===== config.mk =====
export PLATFORM = sky130hd
export DESIGN_NAME = manchester_rx_ctrl_flat
export DESIGN_NICKNAME = d
export VERILOG_FILES = /design/src/rtl/man_rx_pkg.sv /design/src/rtl/manchester_rx_ctrl_if.sv /design/src/rtl/man_edge_sync.sv /design/src/rtl/manchester_rx_ctrl.sv /design/src/flat_wrapper.sv
export SDC_FILE = /design/constraint.sdc
export NUM_CORES = 1
export LEC_CHECK = 0
export BUFFER_PORTS_ARGS = -buffer_cell sky130_fd_sc_hd__buf_2
export CORE_MARGIN = 10
export CORE_UTILIZATION = 56
export DETAILED_ROUTE_END_ITERATION = 8
export PLACE_DENSITY = 0.77
export SLEW_MARGIN = 20
export SYNTH_ARGS = -nofsm -noshare
export SYNTH_HDL_FRONTEND = slang
export SYNTH_SLANG_ARGS = --single-unit

===== constraint.sdc =====
create_clock -name clk -period 2.1 [get_ports clk]
set_clock_uncertainty 0.05 [all_clocks]
set_input_delay 0.21 -clock clk [delete_from_list [all_inputs] [get_ports clk]]
set_output_delay 0.21 -clock clk [all_outputs]
set_load 0.01 [all_outputs]

===== src/rtl/man_rx_pkg.sv =====
// Shared types for the Manchester receive controller: FSM states, error codes
// and the default frame sync byte. MAN_RX_PARITY_EN adds the PARITY state.
package man_rx_pkg;

  localparam logic [7:0] DefaultSync = 8'hD5;

  typedef enum logic [2:0] {
    StIdle,
    StHunt,
    StPayload,
`ifdef MAN_RX_PARITY_EN
    StParity,
`endif
    StDone
  } rx_state_e;

  typedef enum logic [1:0] {
    ErrNone     = 2'd0,
    ErrTimeout  = 2'd1,
    ErrOverflow = 2'd2,
    ErrParity   = 2'd3
  } err_code_e;

endpackage


===== src/rtl/manchester_rx_ctrl_if.sv =====
// Byte stream handshake and frame status of the Manchester receive controller.
// master: the receiver side; slave: the byte consumer.
interface manchester_rx_ctrl_if;

  logic [7:0] byte_data;
  logic       byte_valid;
  logic       byte_ready;
  logic       frame_start;
  logic       frame_done;
  logic       frame_err;
  logic [1:0] err_code;
  logic       busy;

  modport master (
    output byte_data,
    output byte_valid,
    input  byte_ready,
    output frame_start,
    output frame_done,
    output frame_err,
    output err_code,
    output busy
  );

  modport slave (
    input  byte_data,
    input  byte_valid,
    output byte_ready,
    input  frame_start,
    input  frame_done,
    input  frame_err,
    input  err_code,
    input  busy
  );

endinterface


===== src/rtl/man_edge_sync.sv =====
// Brings the decoder's bit clock and data into the clk domain through two flops
// each and flags the rising edge of the synchronized bit clock. A bit is acted on
// three clk edges after the raw bit_clk rise.
module man_edge_sync (
  input  logic clk,
  input  logic rst,
  input  logic strobe,
  input  logic data,
  output logic data_sync,
  output logic rise
);

  logic [1:0] strobe_q;
  logic [1:0] data_q;
  logic       strobe_prev_q;

  // Data shares the strobe's stage count so both arrive aligned.
  always_ff @(posedge clk) begin
    if (rst) begin
      strobe_q      <= '0;
      data_q        <= '0;
      strobe_prev_q <= 1'b0;
    end else begin
      strobe_q      <= {strobe_q[0], strobe};
      data_q        <= {data_q[0], data};
      strobe_prev_q <= strobe_q[1];
    end
  end

  assign rise      = strobe_q[1] & ~strobe_prev_q;
  assign data_sync = data_q[1];

endmodule


===== src/rtl/manchester_rx_ctrl.sv =====
// Frame receiver behind a Manchester decoder: hunts for the sync byte, assembles
// PAYLOAD_BYTES bytes MSB first onto a valid/ready port and reports frame start,
// completion and aborts (timeout, overflow, parity).
// Define MAN_RX_PARITY_EN to append and check one even-parity bit per frame.
module manchester_rx_ctrl
  import man_rx_pkg::*;
#(
  parameter logic [7:0]  SYNC_PATTERN  = DefaultSync,
  parameter int unsigned PAYLOAD_BYTES = 4,
  parameter int unsigned TIMEOUT_CYC   = 640
) (
  input  logic                 clk,
  input  logic                 rst,
  input  logic                 enable,
  input  logic                 bit_clk,
  input  logic                 bit_data,
  manchester_rx_ctrl_if.master rx
);

  localparam logic [3:0] LastByte = 4'(PAYLOAD_BYTES - 1);
  localparam logic [9:0] TmoLimit = 10'(TIMEOUT_CYC);

  rx_state_e  state_q, state_d;
  logic [7:0] shift_q, shift_d;
  logic [2:0] bit_cnt_q, bit_cnt_d;
  logic [3:0] byte_cnt_q, byte_cnt_d;
  logic [9:0] tmo_cnt_q, tmo_cnt_d;
  logic [7:0] byte_data_q, byte_data_d;
  logic       byte_valid_q, byte_valid_d;
  logic       frame_start_q, frame_start_d;
  logic       frame_done_q, frame_done_d;
  logic       frame_err_q, frame_err_d;
  err_code_e  err_code_q, err_code_d;
`ifdef MAN_RX_PARITY_EN
  logic       parity_q, parity_d;
`endif

  logic       bit_rise;
  logic       bit_sync;
  logic [7:0] shifted;
  logic       can_load;
  logic       tmo_hit;

  man_edge_sync u_edge_sync (
    .clk       (clk),
    .rst       (rst),
    .strobe    (bit_clk),
    .data      (bit_data),
    .data_sync (bit_sync),
    .rise      (bit_rise)
  );

  assign shifted  = {shift_q[6:0], bit_sync};
  assign can_load = ~byte_valid_q | rx.byte_ready;
  // A sampled edge in the limit cycle takes priority over the timeout.
  assign tmo_hit  = ~bit_rise & (tmo_cnt_q == TmoLimit);

  // Next-state, byte assembly, output handshake and status pulses.
  always_comb begin
    state_d       = state_q;
    shift_d       = shift_q;
    bit_cnt_d     = bit_cnt_q;
    byte_cnt_d    = byte_cnt_q;
    tmo_cnt_d     = '0;
    byte_data_d   = byte_data_q;
    byte_valid_d  = byte_valid_q & ~rx.byte_ready;
    frame_start_d = 1'b0;
    frame_done_d  = 1'b0;
    frame_err_d   = 1'b0;
    err_code_d    = err_code_q;
`ifdef MAN_RX_PARITY_EN
    parity_d      = parity_q;
`endif

    if (!enable) begin
      // Silent abort; a byte already on the port stays until consumed.
      state_d    = StIdle;
      shift_d    = '0;
      bit_cnt_d  = '0;
      byte_cnt_d = '0;
    end else begin
      unique case (state_q)
        StIdle: begin
          state_d = StHunt;
          shift_d = '0;
        end
        StHunt: begin
          if (bit_rise) begin
            shift_d = shifted;
            if (shifted == SYNC_PATTERN) begin
              state_d       = StPayload;
              frame_start_d = 1'b1;
              bit_cnt_d     = '0;
              byte_cnt_d    = '0;
`ifdef MAN_RX_PARITY_EN
              parity_d      = 1'b0;
`endif
            end
          end
        end
        StPayload: begin
          if (bit_rise) begin
            shift_d   = shifted;
            bit_cnt_d = bit_cnt_q + 3'd1;
`ifdef MAN_RX_PARITY_EN
            parity_d  = parity_q ^ bit_sync;
`endif
            if (bit_cnt_q == 3'd7) begin
              if (can_load) begin
                byte_data_d  = shifted;
                byte_valid_d = 1'b1;
                byte_cnt_d   = byte_cnt_q + 4'd1;
                if (byte_cnt_q == LastByte) begin
`ifdef MAN_RX_PARITY_EN
                  state_d = StParity;
`else
                  state_d      = StDone;
                  frame_done_d = 1'b1;
`endif
                end
              end else begin
                // Consumer still holds the previous byte: drop the new one.
                state_d     = StHunt;
                shift_d     = '0;
                frame_err_d = 1'b1;
                err_code_d  = ErrOverflow;
              end
            end
          end else if (tmo_hit) begin
            state_d     = StHunt;
            shift_d     = '0;
            frame_err_d = 1'b1;
            err_code_d  = ErrTimeout;
          end else begin
            tmo_cnt_d = tmo_cnt_q + 10'd1;
          end
        end
`ifdef MAN_RX_PARITY_EN
        StParity: begin
          if (bit_rise) begin
            if (parity_q ^ bit_sync) begin
              state_d     = StHunt;
              shift_d     = '0;
              frame_err_d = 1'b1;
              err_code_d  = ErrParity;
            end else begin
              state_d      = StDone;
              frame_done_d = 1'b1;
            end
          end else if (tmo_hit) begin
            state_d     = StHunt;
            shift_d     = '0;
            frame_err_d = 1'b1;
            err_code_d  = ErrTimeout;
          end else begin
            tmo_cnt_d = tmo_cnt_q + 10'd1;
          end
        end
`endif
        StDone: begin
          state_d = StHunt;
          shift_d = '0;
        end
        default: state_d = StIdle;
      endcase
    end
  end

  // State, counters and registered outputs.
  always_ff @(posedge clk) begin
    if (rst) begin
      state_q       <= StIdle;
      shift_q       <= '0;
      bit_cnt_q     <= '0;
      byte_cnt_q    <= '0;
      tmo_cnt_q     <= '0;
      byte_data_q   <= '0;
      byte_valid_q  <= 1'b0;
      frame_start_q <= 1'b0;
      frame_done_q  <= 1'b0;
      frame_err_q   <= 1'b0;
      err_code_q    <= ErrNone;
    end else begin
      state_q       <= state_d;
      shift_q       <= shift_d;
      bit_cnt_q     <= bit_cnt_d;
      byte_cnt_q    <= byte_cnt_d;
      tmo_cnt_q     <= tmo_cnt_d;
      byte_data_q   <= byte_data_d;
      byte_valid_q  <= byte_valid_d;
      frame_start_q <= frame_start_d;
      frame_done_q  <= frame_done_d;
      frame_err_q   <= frame_err_d;
      err_code_q    <= err_code_d;
    end
  end

`ifdef MAN_RX_PARITY_EN
  // Running XOR of the payload bits of the current frame.
  always_ff @(posedge clk) begin
    if (rst) begin
      parity_q <= 1'b0;
    end else begin
      parity_q <= parity_d;
    end
  end

  assign rx.busy = (state_q == StPayload) || (state_q == StParity);
`else
  assign rx.busy = (state_q == StPayload);
`endif

  assign rx.byte_data   = byte_data_q;
  assign rx.byte_valid  = byte_valid_q;
  assign rx.frame_start = frame_start_q;
  assign rx.frame_done  = frame_done_q;
  assign rx.frame_err   = frame_err_q;
  assign rx.err_code    = err_code_q;

endmodule


===== src/flat_wrapper.sv =====
// flat-port wrapper written by rule: the top's interface ports become plain ports
module manchester_rx_ctrl_flat import man_rx_pkg::*;
#(
  parameter logic [7:0]  SYNC_PATTERN  = DefaultSync,
  parameter int unsigned PAYLOAD_BYTES = 4,
  parameter int unsigned TIMEOUT_CYC   = 640
)
  (clk, rst, enable, bit_clk, bit_data, rx_byte_data, rx_byte_valid, rx_byte_ready, rx_frame_start, rx_frame_done, rx_frame_err, rx_err_code, rx_busy);
  manchester_rx_ctrl_if rx_i ();
  input  logic clk;
  input  logic rst;
  input  logic enable;
  input  logic bit_clk;
  input  logic bit_data;
  output wire logic [$bits(rx_i.byte_data)-1:0] rx_byte_data;
  output wire logic [$bits(rx_i.byte_valid)-1:0] rx_byte_valid;
  input wire logic [$bits(rx_i.byte_ready)-1:0] rx_byte_ready;
  output wire logic [$bits(rx_i.frame_start)-1:0] rx_frame_start;
  output wire logic [$bits(rx_i.frame_done)-1:0] rx_frame_done;
  output wire logic [$bits(rx_i.frame_err)-1:0] rx_frame_err;
  output wire logic [$bits(rx_i.err_code)-1:0] rx_err_code;
  output wire logic [$bits(rx_i.busy)-1:0] rx_busy;
  assign rx_byte_data = rx_i.byte_data;
  assign rx_byte_valid = rx_i.byte_valid;
  assign rx_i.byte_ready = rx_byte_ready;
  assign rx_frame_start = rx_i.frame_start;
  assign rx_frame_done = rx_i.frame_done;
  assign rx_frame_err = rx_i.frame_err;
  assign rx_err_code = rx_i.err_code;
  assign rx_busy = rx_i.busy;
  manchester_rx_ctrl #(.SYNC_PATTERN(SYNC_PATTERN), .PAYLOAD_BYTES(PAYLOAD_BYTES), .TIMEOUT_CYC(TIMEOUT_CYC)) u_core (.clk(clk), .rst(rst), .enable(enable), .bit_clk(bit_clk), .bit_data(bit_data), .rx(rx_i));
endmodule

# After elaboration in Yosys (flattened, before gate mapping)

Index checks and enable logic that the tools add are counted.

Multipliers: 0
Bitwise logic cells: 13
Add/subtract/negate cells: 3
Divide/modulo/power cells: 0
Eq/ne operators: 17
Multiplexer cells: 39
Shift-type cells: 0
Reductions and logical operators: 16
Order comparisons: 0

Operators by type and width:

| cell                    | count |
|---|---|
| $mux W7                 | 5 |
| $mux W3                 | 10 |
| $pmux W7 S3             | 1 |
| $mux W4                 | 5 |
| $reduce_and A5 Y1       | 3 |
| $mux W1                 | 11 |
| $add A10 B1 Y10 const B | 1 |
| $eq A10 B10 Y1 const B  | 1 |
| $ne A2 B1 Y1 const B    | 5 |
| $not A1 Y1              | 9 |
| $pmux W3 S3             | 1 |
| $eq A8 B8 Y1 const B    | 1 |
| $mux W2                 | 4 |
| $pmux W4 S2             | 1 |
| $eq A3 B2 Y1 const B    | 2 |
| $pmux W3 S2             | 1 |
| $reduce_and A6 Y1       | 1 |
| $reduce_or A6 Y1        | 1 |
| $reduce_or A5 Y1        | 1 |
| $add A4 B1 Y4 const B   | 1 |
| $eq A4 B2 Y1 const B    | 1 |
| $ne A2 B2 Y1 const B    | 2 |
| $ne A4 B4 Y1 const B    | 1 |
| $reduce_and A4 Y1       | 1 |
| 14 further kinds        | 18 |

Bits in read-only memories: 0
Memories: 0
Latch bits: 0
Register bits: 46
Memory bits (writable): 0
Output and inout port bits: 15
Logic and storage cells: 102

# Longest topological paths before layout

Gate-level depths: netlist (run 1).

Depth in word-level cells: 7
Depth in mapped cells: 7
Gate-level depth less buffers: 6

# By module

A second synthesis (run 1) with hierarchy kept.

Cell total of the unflattened synthesis: 201
Area total of the unflattened synthesis: 1,923.1 µm²

By module, submodules not included:

| module             | sequential area each (µm²) | area an instance (µm²) | times used | cells an instance |
|---|---|---|---|---|
| manchester_rx_ctrl | 800.8                      | 1,785.5                | 1          | 190 |
| man_edge_sync      | 100.1                      | 137.6                  | 1          | 11 |

# Worst setup path after synthesis (run 1)

Ideal clock, no wire load.

Path type: reg2reg
From: register u_core.bit_cnt_q[0]
To: register u_core.byte_data_q[0] (netlist: u_core.rx.byte_data[0])
Library setup time: 0.128 ns
Required time: 1.922 ns
Stages on the path, launching flop included: 8
Period minus slack after synthesis: 1.641 ns
Path slack: 0.459 ns
Buffers on the path: 1
Arrival time: 1.463 ns
Cell sequence: dfxtp_1 > ha_1 > ha_1 > nand3b_1 > nor3b_1 > buf_4 > mux2i_1 > nor2_1

Word-level cells in the longest chain between the ends: 2

Ends and longest elaborated chain:

| element                     | RTL line                  | source |
|---|---|---|
| start, declared             | manchester_rx_ctrl.sv:25  | `logic [2:0] bit_cnt_q, bit_cnt_d;` |
| start signal, assigned      | manchester_rx_ctrl.sv:186 | `bit_cnt_q <= bit_cnt_d;` |
| $eq A3 B3 Y1                | manchester_rx_ctrl.sv:108 | `if (bit_cnt_q == 3'd7) begin` |
| $reduce_and A5 Y1 (no line) | --                        |  |
| end signal, assigned        | manchester_rx_ctrl.sv:189 | `byte_data_q <= byte_data_d;` |
| end, declared               | manchester_rx_ctrl.sv:28  | `logic [7:0] byte_data_q, byte_data_d;` |

No other way between the ends.
A chain may end at the register's enable or synchronous reset.

# Worst setup path after layout (run 1)

Ends and elaborated chain as after synthesis.

==> results.toml, run 1 <==
[synthesis]
ys_seq_elements = 45
synth-simple-area-share = 0.270
seq_area_frac_synth = 0.489
synth-compound-area-share = 0.0815
syn-cell-area_sq_um = 1840
synth_top_family_by_area = "simple AND/OR/NAND/NOR gates"
muxShareOfSynthArea = 0.0543
syn-num-nets = 196
synth_flop_cell = "dfxtp_1"
synth_xor_area_frac = 0.0476
synth_cell_types = 41
async_reset_ff_frac = 0
synth-edff-count = 0
syn_area_per_cell_sq_um = 9.96
syn-instance-count = 185
synth_fa_ha_area_frac = 0.0340
ys_warn_count = 0

[place]
routabilityCongestion = 0.841
dp.final_hpwl_mm = 2.68
io_buffers = 20
dp_cells = 246

[finish]
syn_to_final_growth_pct = 11.2
final_nets = 221
diodes = 0
fill_cells = 285
layout_commonest_cell = "dfxtp_1"
mostFrequentLayoutCells = "dfxtp_1 (45), nor2_1 (25), buf_2 (20)"
layout-drive-gt1-share = 0.171
finish.utilization = 0.660
register_area_sq_um = 901
final-instance-count-excl-fill = 254
multi_input_area_sq_um = 897

[detailed_routing]
vias_per_cell = 5.47
drt_wl_total_mm = 3.58
drcViolationCount = 0
num_vias = 1389
first_iter_violations = 71
first_pass_iters = 4
wire_per_inst_microns = 14.1
antenna_left = 0

[pwr]
powerDensity_nw_per_um2 = 649
vdd_ir_drop_max_v = 0.000520
p_leak_uw = 0.000780

[worst_setup_path]
crit_fanout = 9
path_delay_family = "simple AND/OR/NAND/NOR gates"
critPathBufInv = 1
start_kind = "flop"
arrival_ns = 2.07
path_class = "flop to flop"
path_cells = "ha_1 -> ha_1 -> nand3b_1 -> nor3b_1 -> buf_4 -> mux2i_1 -> nor2_1"
cp_data_required_time_ns = 2.29
worst_path_most_repeated_cell = "ha_1"
cpMaxStageDelayCell = "dfxtp_1"
end_kind = "flop"
critPathMaxStageDelay_ns = 0.38

[clocking]
cts_sinks = 45
cts_setup_buffers = 0
cts_tree = "done"
clk_pin_slew_ns = 0.14
cts.path.max_buffers = 2
htree_num_levels = 2
cts-buffers-inserted = 5
cts_root_buffer = "clkbuf_4"
cts-resized-gates = 0
clkLatencyLatePin_ns = 0.35

[grt]
grt_pass1_wl_mm = 6.22
antenna_found_initial = 0
overflow = 0
grt_pass1_vias = 1352
grt_usage = 0.125
grt_max_degree = 20

[floorplanning]
fp.dieArea_sq_um = 5980
rows = 20
chipHeight_microns = 77.4
die_x_microns = 77.4
ios = 21
initial_utilization = 0.594
core_area_sq_um = 3100

[flow_run]
cap_violations = 0

[sta]
rsz0062_at_grt = "false"
hold_violations = 0
final_max_slew_viol_count = 0
worst_pin_slew_ns = 0.448
finalSetupViolCount = 0
whs_ns = 0.0209
maxSlewHeadroom = 0.700
max_freq_mhz = 531
min_period_over_period = 0.896
final_period_minus_worst_setup_slack_ns = 1.88
fin_tns_setup_ns = 0

[hold_path]
worstHoldPathType = "input port to flop"

[status]
status = "completed"
-- path summary, 6_finish.rpt --
kind | startpoint | end | slack, ns | depth (start not counted)
worst min-delay path | bit_data | u_core.u_edge_sync.data_q[0] | 0.02 | 2
worst max-delay path | u_core.bit_cnt_q[0] | u_core.rx.byte_data[0] | 0.22 | 7
worst min register to register | u_core.u_edge_sync.strobe_q[0] | u_core.u_edge_sync.strobe_q[1] | 0.41 | 1
worst max register to register | u_core.bit_cnt_q[0] | u_core.rx.byte_data[0] | 0.22 | 7
-- metal layers --
layer,global-route usage,routed length (microns)
met5,0,0
met4,0.0456,24
met3,0.0495,169
met2,0.208,1750
met1,0.140,1640
-- cells in the mapped netlist, types with 2 or more instances --
cell type	number	area [sq um]
dfxtp_1	45	901
mux2i_1	10	100
nor2_1	25	93.8
nand2_1	6	22.5
a21oi_1	8	40.0
a22o_1	7	61.3
nor3_1	2	10.0
nor2b_1	8	50.1
and4b_1	2	20.0
nand4_1	4	25.0
and3_1	4	25.0
nor3b_1	3	22.5
or3_1	2	12.5
ha_1	5	62.6
nand2b_1	3	18.8
buf_2	2	10.0
inv_1	3	11.3
nand3_1	11	55.1
o21ai_0	2	10.0
xor2_1	4	35.0
nand3b_1	4	30.0
xnor2_1	6	52.6
-- state kept, by name, indices dropped and copies added, names as in the netlist --
signal                            count
u_core.u_edge_sync.strobe_q           2
u_core.shift_q                        7
u_core.rx.frame_done                  1
u_core.rx.frame_err                   1
u_core.rx.byte_valid                  1
u_core.u_edge_sync.strobe_prev_q      1
u_core.rx.err_code                    2
u_core.state_q                        2
u_core.bit_cnt_q                      3
u_core.rx.frame_start                 1
u_core.rx.byte_data                   8
u_core.byte_cnt_q                     4
u_core.tmo_cnt_q                     10
u_core.u_edge_sync.data_q             2
-- cell type report --
class,instances,share of cell area
clock buffer,6,0.0250
clock inverter,1,0.00367
inverter,3,0.00550
multi-input combinational,132,0.438
sequential,45,0.440
tap,44,0.0269
timing repair buffer,23,0.0611
-- cells by family after synthesis --
group	count (synthesis)
XOR/XNOR	10
multiplexers	10
adder cells (fa/ha/maj)	5
flip-flops	45
AND/OR/NAND/NOR	85
AO/OA/AOI/OAI	22
buffers and inverters	8
-- through the flow --
stage	instance area, sq um	worst slack (ns)	total power (uW)
2_1_floorplan	1840	0.459	908
4_1_cts	2040	0.219	1340
3_5_place_dp	1980	0.264	921
6_report	2050	0.218	1330
5_1_grt	2050	0.0354	1390
3_3_place_gp	1980	0.345	919
-- what timing repair did --
| item | 4_1_cts | 5_1_grt |
|---|---|---|
| endpoints found under the hold margin | 0 | 1 |
| endpoints found under the setup margin | 0 | 0 |
| hold buffers | 0 | 1 |
-- where the power goes --
part | switching, uW | leakage (uW) | internal, uW
logic | 22.8 | 0.000386 | 16.9
clock network | 268 | 0.0000303 | 157
registers | 4.19 | 0.000364 | 860
No activity file was read; power rests on OpenSTA's default activity.
==> run 2: changes to the inputs <==
- REMOVE_ABC_BUFFERS: unset -> 1
==> results.toml, run 2 (synthesized netlist as in run 1, its figures left out) <==
[status]
status = "completed"

[worst_setup_path]
end_kind = "flop"
critPathMaxStageDelay_ns = 0.37
start_kind = "flop"
worst_path_most_repeated_cell = "ha_1"
path_class = "flop to flop"
cp_data_required_time_ns = 2.32
crit_fanout = 9
cpMaxStageDelayCell = "dfxtp_1"
path_cells = "ha_1 -> ha_1 -> nand3b_1 -> nor3b_1 -> buf_4 -> mux2i_1 -> nor2_1"
arrival_ns = 2.09

[finish]
mostFrequentLayoutCells = "dfxtp_1 (45), nor2_1 (25), buf_2 (20)"
layout_commonest_cell = "dfxtp_1"
diodes = 0
final_nets = 223
layout-drive-gt1-share = 0.174
regMostFlops = "u_core.tmo_cnt_q"
largest_reg_flops = 10
syn_to_final_growth_pct = 13.3

[clocking]
cts-buffers-inserted = 5
cts_root_buffer = "clkbuf_4"
cts_setup_buffers = 0
cts-resized-gates = 0
clk_pin_slew_ns = 0.13
htree_num_levels = 2
cts_sinks = 45
cts.path.max_buffers = 2
clkLatencyLatePin_ns = 0.36
cts_tree = "done"

[hold_path]
worstHoldPathType = "input port to flop"

[sta]
whs_ns = 0.223
hold_violations = 0
fin_tns_setup_ns = 0
rsz0062_at_grt = "false"
max_freq_mhz = 535
maxSlewHeadroom = 0.704
final_max_slew_viol_count = 0
min_period_over_period = 0.891
final_period_minus_worst_setup_slack_ns = 1.87
finalSetupViolCount = 0
worst_pin_slew_ns = 0.442

[floorplanning]
chipHeight_microns = 77.4
core_area_sq_um = 3100
rows = 20
die_x_microns = 77.4
fp.dieArea_sq_um = 5980
ios = 21
initial_utilization = 0.594

[detailed_routing]
vias_per_cell = 5.47
wire_per_inst_microns = 14.1
first_pass_iters = 4
num_vias = 1405
drcViolationCount = 0
antenna_left = 0
first_iter_violations = 125
drt_wl_total_mm = 3.61

[pwr]
p_total_uw = 1430
powerDensity_nw_per_um2 = 686
vdd_ir_drop_max_v = 0.000443
p_leak_uw = 0.000801

[grt]
grt_usage = 0.131
grt_max_degree = 18
grt_pass1_vias = 1422
overflow = 0
grt_pass1_wl_mm = 6.51
antenna_found_initial = 0

[flow_run]
cap_violations = 0

[place]
routabilityCongestion = 0.840
dp.final_hpwl_mm = 2.67
io_buffers = 20
-- run 2: cell count changes in the layout (fill, tap and decap cells not counted) --
| cell | delta |
|---|---|
| buf_4 | +1 |
| bufinv_16 | +1 |
| clkbuf_1 | +1 |
| clkbuf_8 | -1 |
| clkinv_4 | +1 |
| clkinvlp_4 | -1 |
| dlygate4sd3_1 | +1 |
-- run 2: layout make-up --
cell class	count	area [sq um]
well taps	44	55.1
fillers	289	1020
inverters	3	11.3
repair buffers	25	143
flip-flops and latches	45	901
clock buffers	6	41.3
multi-input cells	132	897
clock inverters	2	38.8
-- run 2: where the power goes --
part	switching [uW]	internal [uW]
Combinational	23.6	19.3
Clock	271	253
Sequential	4.09	859
-- run 2: final timing paths --
path	start	to	slack, ns	cells past startpoint
max reg2reg	u_core.bit_cnt_q[0]	u_core.rx.byte_data[2]	0.23	7
min reg2reg	u_core.u_edge_sync.strobe_q[0]	u_core.u_edge_sync.strobe_q[1]	0.41	1
max	u_core.bit_cnt_q[0]	u_core.rx.byte_data[2]	0.23	7
min	enable	u_core.rx.frame_start	0.22	3
-- run 2: per-stage QoR --
| stage | util | std cells | area [sq um] | setup WS [ns] |
|---|---|---|---|---|
| 4_1_cts | 0.673 | 257 | 2090 | 0.220 |
| 3_3_place_gp | 0.640 | 247 | 1990 | 0.356 |
| 3_5_place_dp | 0.640 | 247 | 1990 | 0.246 |
| 5_1_grt | 0.673 | 257 | 2090 | 0.0423 |
| 6_report | 0.673 | 257 | 2090 | 0.229 |
| 2_1_floorplan | - | 180 | 1810 | -0.204 |
-- run 2: worst max-delay path: cells and delay by family, from the launching register on --
kind,cells,cell delay (ns)
fa+ha+maj,2,0.42
simple gates,3,0.47
buf+inv,1,0.24
flops,1,0.37
mux,1,0.21
-- run 2: what timing repair did --
action | 4_1_cts | 5_1_grt
hold endpoints to repair | 2 | 0
endpoints found under the setup margin | 0 | 0
hold buffers | 2 | 0
-- run 2: layer usage --
metal | vias to the layer above | wire length (microns) | track usage
met2 | 41 | 1740 | 0.210
met1 | 650 | 1580 | 0.155
met5 | - | 0 | 0
met3 | 8 | 228 | 0.0392
li1 | 706 | - | -
met4 | 0 | 72 | 0.0657
